--- config.mk ---
export PLATFORM = sky130hd
export DESIGN_NAME = uart_txt_cmd_master
export DESIGN_NICKNAME = d
export VERILOG_FILES = /design/src/rtl/uart_txt_pkg.sv /design/src/rtl/hex_ascii_codec.sv /design/src/rtl/uart_txt_cmd_master.sv
export SDC_FILE = /design/constraint.sdc
export NUM_CORES = 1
export LEC_CHECK = 0
export ABC_AREA = 1
export CORE_ASPECT_RATIO = 0.7
export CORE_MARGIN = 10
export CORE_UTILIZATION = 50
export CTS_BUF_LIST = sky130_fd_sc_hd__clkbuf_16
export CTS_CLUSTER_DIAMETER = 150
export DETAILED_ROUTE_END_ITERATION = 12
export GPL_TIMING_DRIVEN = 0
export PLACE_DENSITY = 0.72
export SLEW_MARGIN = 20
export SYNTH_ARGS = -nofsm -noshare
export SYNTH_HDL_FRONTEND = slang
export SYNTH_SLANG_ARGS = --single-unit
--- constraint.sdc ---
create_clock -name clk -period 3.5 [get_ports clk]
set_input_delay 0.7 -clock clk [delete_from_list [all_inputs] [get_ports clk]]
set_output_delay 0.7 -clock clk [all_outputs]
set_load 0.02 [all_outputs]
--- src/rtl/uart_txt_pkg.sv ---
// ---------------------------------------------------------------------------
// uart_txt_pkg: shared constants and state encoding for the uart2bus text protocol. Rev 1.0
// ---------------------------------------------------------------------------
`default_nettype none

package uart_txt_pkg;

  localparam logic [7:0] CH_W  = 8'h77;
  localparam logic [7:0] CH_R  = 8'h72;
  localparam logic [7:0] CH_SP = 8'h20;
  localparam logic [7:0] CH_CR = 8'h0d;
  localparam logic [7:0] CH_LF = 8'h0a;

  localparam logic [3:0] WR_LEN = 4'd10;
  localparam logic [3:0] RD_LEN = 4'd7;

  typedef enum logic [1:0] {
    ST_IDLE     = 2'd0,
    ST_SEND     = 2'd1,
    ST_WAIT_RSP = 2'd2,
    ST_RESP     = 2'd3
  } state_e;

endpackage

`default_nettype wire

--- src/rtl/hex_ascii_codec.sv ---
// ---------------------------------------------------------------------------
// hex_ascii_codec: combinational nibble->ASCII encoder and ASCII->nibble decoder. Rev 1.0
// ---------------------------------------------------------------------------
`default_nettype none

module hex_ascii_codec #(
  parameter bit UPPER_HEX = 1'b0
) (
  input  logic [3:0] nib_i,
  output logic [7:0] asc_o,
  input  logic [7:0] asc_i,
  output logic       is_hex_o,
  output logic [3:0] nib_o
);

  // Offsets chosen so that nibble 10 lands on 'a' (0x61) or 'A' (0x41).
  always_comb begin
    if (nib_i < 4'd10) begin
      asc_o = 8'h30 + {4'h0, nib_i};
    end else begin
      asc_o = (UPPER_HEX ? 8'h37 : 8'h57) + {4'h0, nib_i};
    end
  end

  always_comb begin
    is_hex_o = 1'b0;
    nib_o    = 4'h0;
    if (asc_i >= 8'h30 && asc_i <= 8'h39) begin
      is_hex_o = 1'b1;
      nib_o    = asc_i[3:0];
    end else if ((asc_i >= 8'h61 && asc_i <= 8'h66) ||
                 (asc_i >= 8'h41 && asc_i <= 8'h46)) begin
      is_hex_o = 1'b1;
      nib_o    = asc_i[3:0] + 4'd9;
    end
  end

endmodule

`default_nettype wire

--- src/rtl/uart_txt_cmd_master.sv ---
// ---------------------------------------------------------------------------
// uart_txt_cmd_master: turns bus requests into uart2bus text commands and parses read replies. Rev 1.0
// ---------------------------------------------------------------------------
`default_nettype none

module uart_txt_cmd_master
  import uart_txt_pkg::*;
#(
  parameter int TIMEOUT_CYCLES = 4000000,
  parameter bit UPPER_HEX      = 1'b0
) (
  input  logic        clk,
  input  logic        rst,
  input  logic        req_valid,
  output logic        req_ready,
  input  logic        req_write,
  input  logic [15:0] req_addr,
  input  logic [7:0]  req_wdata,
  output logic [7:0]  tx_data,
  output logic        tx_valid,
  input  logic        tx_ready,
  input  logic [7:0]  rx_data,
  input  logic        rx_valid,
  output logic        rsp_valid,
  output logic [7:0]  rsp_rdata,
  output logic        rsp_err,
  output logic        busy
);

  localparam int TW = (TIMEOUT_CYCLES > 1) ? $clog2(TIMEOUT_CYCLES) : 1;

  state_e        state_q, state_d;
  logic          wr_q, wr_d;
  logic [15:0]   addr_q, addr_d;
  logic [7:0]    wdata_q, wdata_d;
  logic [3:0]    idx_q, idx_d;
  logic [TW-1:0] timer_q, timer_d;
  logic [7:0]    acc_q, acc_d;
  logic [1:0]    cnt_q, cnt_d;
  logic          bad_q, bad_d;
  logic [7:0]    rdata_q, rdata_d;
  logic          err_q, err_d;

  logic [3:0]    w_nib;
  logic          w_is_nib;
  logic [7:0]    w_lit;
  logic [7:0]    w_asc;
  logic          w_rx_hex;
  logic [3:0]    w_rx_nib;
  logic          w_last;

  hex_ascii_codec #(.UPPER_HEX(UPPER_HEX)) u_codec (
    .nib_i   (w_nib),
    .asc_o   (w_asc),
    .asc_i   (rx_data),
    .is_hex_o(w_rx_hex),
    .nib_o   (w_rx_nib)
  );

  // Byte at position idx: either a literal or a hex digit of wdata/addr, MSB first.
  always_comb begin
    w_nib    = 4'h0;
    w_is_nib = 1'b0;
    w_lit    = CH_SP;
    if (wr_q) begin
      case (idx_q)
        4'd0:    w_lit = CH_W;
        4'd2:    begin w_is_nib = 1'b1; w_nib = wdata_q[7:4];  end
        4'd3:    begin w_is_nib = 1'b1; w_nib = wdata_q[3:0];  end
        4'd5:    begin w_is_nib = 1'b1; w_nib = addr_q[15:12]; end
        4'd6:    begin w_is_nib = 1'b1; w_nib = addr_q[11:8];  end
        4'd7:    begin w_is_nib = 1'b1; w_nib = addr_q[7:4];   end
        4'd8:    begin w_is_nib = 1'b1; w_nib = addr_q[3:0];   end
        4'd9:    w_lit = CH_CR;
        default: w_lit = CH_SP;
      endcase
    end else begin
      case (idx_q)
        4'd0:    w_lit = CH_R;
        4'd2:    begin w_is_nib = 1'b1; w_nib = addr_q[15:12]; end
        4'd3:    begin w_is_nib = 1'b1; w_nib = addr_q[11:8];  end
        4'd4:    begin w_is_nib = 1'b1; w_nib = addr_q[7:4];   end
        4'd5:    begin w_is_nib = 1'b1; w_nib = addr_q[3:0];   end
        4'd6:    w_lit = CH_CR;
        default: w_lit = CH_SP;
      endcase
    end
  end

  assign tx_valid  = (state_q == ST_SEND);
  assign tx_data   = tx_valid ? (w_is_nib ? w_asc : w_lit) : 8'h00;
  assign req_ready = (state_q == ST_IDLE);
  assign busy      = (state_q != ST_IDLE);
  assign rsp_valid = (state_q == ST_RESP);
  assign rsp_rdata = rdata_q;
  assign rsp_err   = err_q;
  assign w_last    = (idx_q == (wr_q ? WR_LEN - 4'd1 : RD_LEN - 4'd1));

  always_comb begin
    state_d = state_q;
    wr_d    = wr_q;
    addr_d  = addr_q;
    wdata_d = wdata_q;
    idx_d   = idx_q;
    timer_d = timer_q;
    acc_d   = acc_q;
    cnt_d   = cnt_q;
    bad_d   = bad_q;
    rdata_d = rdata_q;
    err_d   = err_q;
    case (state_q)
      ST_IDLE: begin
        if (req_valid) begin
          wr_d    = req_write;
          addr_d  = req_addr;
          wdata_d = req_wdata;
          idx_d   = 4'd0;
          acc_d   = 8'h00;
          cnt_d   = 2'd0;
          bad_d   = 1'b0;
          state_d = ST_SEND;
        end
      end
      ST_SEND: begin
        if (tx_ready) begin
          if (w_last) begin
            timer_d = '0;
            if (wr_q) begin
              err_d   = 1'b0;
              state_d = ST_RESP;
            end else begin
              state_d = ST_WAIT_RSP;
            end
          end else begin
            idx_d = idx_q + 4'd1;
          end
        end
      end
      ST_WAIT_RSP: begin
        timer_d = timer_q + TW'(1);
        // CR is checked first so it wins over a coincident timeout.
        if (rx_valid && rx_data == CH_CR) begin
          rdata_d = acc_q;
          err_d   = bad_q | (cnt_q == 2'd0);
          state_d = ST_RESP;
        end else begin
          if (rx_valid) begin
            if (w_rx_hex) begin
              acc_d = {acc_q[3:0], w_rx_nib};
              if (cnt_q != 2'd3) cnt_d = cnt_q + 2'd1;
            end else if (rx_data != CH_SP && rx_data != CH_LF) begin
              bad_d = 1'b1;
            end
          end
          if (timer_q == TW'(TIMEOUT_CYCLES - 1)) begin
            err_d   = 1'b1;
            state_d = ST_RESP;
          end
        end
      end
      ST_RESP: state_d = ST_IDLE;
      default: state_d = ST_IDLE;
    endcase
  end

  always_ff @(posedge clk) begin
    if (rst) begin
      state_q <= ST_IDLE;
      wr_q    <= 1'b0;
      addr_q  <= 16'h0000;
      wdata_q <= 8'h00;
      idx_q   <= 4'd0;
      timer_q <= '0;
      acc_q   <= 8'h00;
      cnt_q   <= 2'd0;
      bad_q   <= 1'b0;
      rdata_q <= 8'h00;
      err_q   <= 1'b0;
    end else begin
      state_q <= state_d;
      wr_q    <= wr_d;
      addr_q  <= addr_d;
      wdata_q <= wdata_d;
      idx_q   <= idx_d;
      timer_q <= timer_d;
      acc_q   <= acc_d;
      cnt_q   <= cnt_d;
      bad_q   <= bad_d;
      rdata_q <= rdata_d;
      err_q   <= err_d;
    end
  end

endmodule

`default_nettype wire

==> impl_metrics.toml <==
[timing]
fin_crit_ns = 3.27
fin_worst_skew_ns = 0.00787
timing.slew.headroom_pct = 63.4
setup_violations = 0
slew_viol_final = 0
hold_viol_final = 0
worst_pin_slew_ns = 0.549
fmax_ghz = 0.306
timing.final.crit_share_pct = 93.3
holdWs_ns = 0.444
setup-tns-final_ns = 0
rsz0062_at_grt = "false"

[flow_run]
cap_violations = 0

[synthesis]
muxShareOfSynthArea_pct = 0
synth_area_per_cell_um2 = 6.38
synth_flop_cell = "dfxtp_1"
synth_top_family_by_area = "simple AND/OR/NAND/NOR gates"
synth.yosys.seq_area_share_pct = 33.5
synth-edff-count = 0
syn-num-nets = 739
yosys.area_share.simple_pct = 37.7
synth_compound_area_share_pct = 13.4
synthXorXnorAreaFrac_pct = 2.01
synth-adder-area-share_pct = 4.88
ys_warn_count = 0
syn_area_um2 = 4360
synth_cells = 684
yosysUniqueCellTypes = 39
ys_seq_elements = 73
async_flop_share_pct = 0

[route]
drc = 0
routed_wl_um = 12700
vias = 4653
drtAntennaViolNets = 0
dr.first_iter.drc_count = 468
via_per_inst = 5.31
wl_per_cell_um = 14.5
first_pass_iters = 5

[die]
ios = 59
fp.dieW_um = 132
die_y_um = 98.1
die_area_um2 = 12900
start_util_pct = 51.4
coreArea_um2 = 8480
row_count = 28

[global_routing]
grt_pass1_vias = 4242
grt_max_degree = 14
antenna_found_initial = 0
grt_use_total_pct = 19.3
grt_pass1_wl_um = 20800
grt_overflow = 0

[layout]
multi_input_area_um2 = 2560
final_area_um2 = 5370
regArea_um2 = 1460
n_antenna_cell = 0
area_growth_pct = 23.0
fill_cells = 800
nets = 806
drive_above_1_share_pct = 7.01
utilization_pct = 63.3

[setup_path]
critPathArrivalTime_ns = 2.57
cp_common_cell = "nand2_1"
crit_type = "flip-flop to output pin"
critPathMaxFanout = 8
crit_path_top_delay_cell = "dfxtp_2"
cp-start-kind = "flip-flop"
timing.rr.start = "state_q[0]$_SDFFE_PP0P_"
crit_family = "buffers and inverters"
crit_buf_inv = 5
crit_path_max_incr_delay_ns = 0.39
path_cells = "ha_1 > buf_2 > inv_1 > nor2_4 > nand2_1 > nand2_1 > o21ai_1 > nand2_1 > inv_1 > ha_1 > nand2_1 > nand2_1 > nand3_1 > inv_1 > dlygate4sd2_1"
endpoint_kind = "output pin"
rrSetupSlack_ns = 1.42
reg2reg_depth = 10
crit_required_ns = 2.80
r2r_end = "acc_q[0]$_SDFFE_PP0P_"

[cts]
clockBufferDepth = 2
cts-root-buf = "clkbuf_16"
clk_latency_ns = 0.34
cts_sinks = 73
cts-buffers-inserted = 9
cts_tree = "built"
cts_max_level = 3
cts_setup_buffers = 0
clk_pin_slew_worst_paths_ns = 0.06

[place]
io_buffers = 56
place.gp.congestion = 0.931
hpwlAfterDp_um = 9930
postPlaceCellArea_um2 = 5070

[min_path]
hold_path_end = "bad_q$_SDFFE_PP0P_"
hp-class = "flip-flop to flip-flop"
hp-start = "bad_q$_SDFFE_PP0P_"
hold_depth = 2

[status]
outcome = "completed"

[power]
ir_worst_vdd_mv = 0.238
power-per-cell-area_nw_per_um2 = 525
power_uw = 2810
leakagePower_uw = 0.00223
-- registers in the layout, summed over array words and instances (netlist names) --
signal	flops
wdata_q	8
state_q	2
timer_q	22
wr_q	1
rsp_err	1
rsp_rdata	8
acc_q	8
bad_q	1
idx_q	4
addr_q	16
cnt_q	2
-- logic make-up after synthesis --
group	after synthesis
simple gates	385
compound gates	110
buf+inv	88
flops	73
fa+ha+maj	17
xor+xnor	10
other cells	1
-- synth_stat cells (6+ instances only) --
cell type    n  area share, %
nand4_1     23            3.3
nand2_1    175             15
ha_1        17            4.9
nor3_1      10            1.1
a21oi_1     53            6.1
o21ai_0     42            4.8
xor2_1       7            1.4
dfxtp_1     73             34
buf_2        6           0.69
clkbuf_1    13            1.1
nand3_1     48            5.5
inv_1       60            5.2
nor2_1     115            9.9
-- routing by layer --
layer	wire length [um]	global-route usage, %	vias up
met5	0	0	-
met4	108	4.86	0
met3	933	5.32	12
met2	5240	27.8	155
met1	6460	27.6	2120
li1	-	-	2366
-- metrics by stage --
step | instances | setup slack (ns)
after detailed placement | 860 | -0.118
final | 876 | 0.233
after global routing | 876 | 0.0275
after CTS | 876 | 0.0151
after global placement | 860 | -0.0697
after floorplan | 684 | 0.705
-- repair_timing --
action | 4_1_cts | 5_1_grt
setup endpoints to repair | 7 | 7
resized for setup | 14 | 11
hold buffers | 0 | 0
-- power by group --
group	leakage, uW	switching [uW]	internal (uW)	total, uW
sequential	0.000596	105	943	1050
combinational	0.00149	602	314	916
clock	0.000135	371	479	851
total	0.00223	1080	1740	2810
-- cells in the final DEF, fill, tap and decap left out, drive strengths merged, types with 4 or more instances in the layout --
cell           count
a21oi             53
dfxtp             73
ha                17
nor2             119
dlygate4sd2        4
clkdlybuf4s50     49
nand2            179
inv               66
nand3             49
nor3              10
o21ai             46
nand4             24
clkbuf            25
clkinv             4
xor2               7
buf               10
-- worst register-to-register path, stage by stage (launching register included) --
cell	delay, ns
dfxtp_1	0.37
inv_1	0.10
ha_1	0.20
clkbuf_2	0.15
clkinv_1	0.18
nand2_1	0.08
a21oi_1	0.12
nand2_1	0.08
nor2_1	0.40
o21ai_0	0.17
a21oi_1	0.16
-- how the worst max path moves through the flow --
stage                                     start         end  slack [ns]  cells past startpoint
after floorplan           idx_q[1]$_SDFFE_PP0P_  tx_data[2]        0.70                     14
after global placement    idx_q[1]$_SDFFE_PP0P_  tx_data[2]       -0.07                     15
after detailed placement  idx_q[1]$_SDFFE_PP0P_  tx_data[2]       -0.12                     15
after CTS                 idx_q[0]$_SDFFE_PP0P_  tx_data[2]        0.02                     17
after global routing      idx_q[1]$_SDFFE_PP0P_  tx_data[4]        0.03                     15
final                     idx_q[1]$_SDFFE_PP0P_  tx_data[4]        0.23                     15
-- area by class of cell --
type | instances | area share (%)
multi-input cells | 523 | 47.8
flip-flops and latches | 73 | 27.3
repair buffers | 56 | 10.2
inverters | 64 | 4.62
clock buffers | 9 | 4.20
well taps | 120 | 2.80
plain buffers | 24 | 2.26
clock inverters | 7 | 0.863
Note: power is estimated with default switching activity, not from simulation.
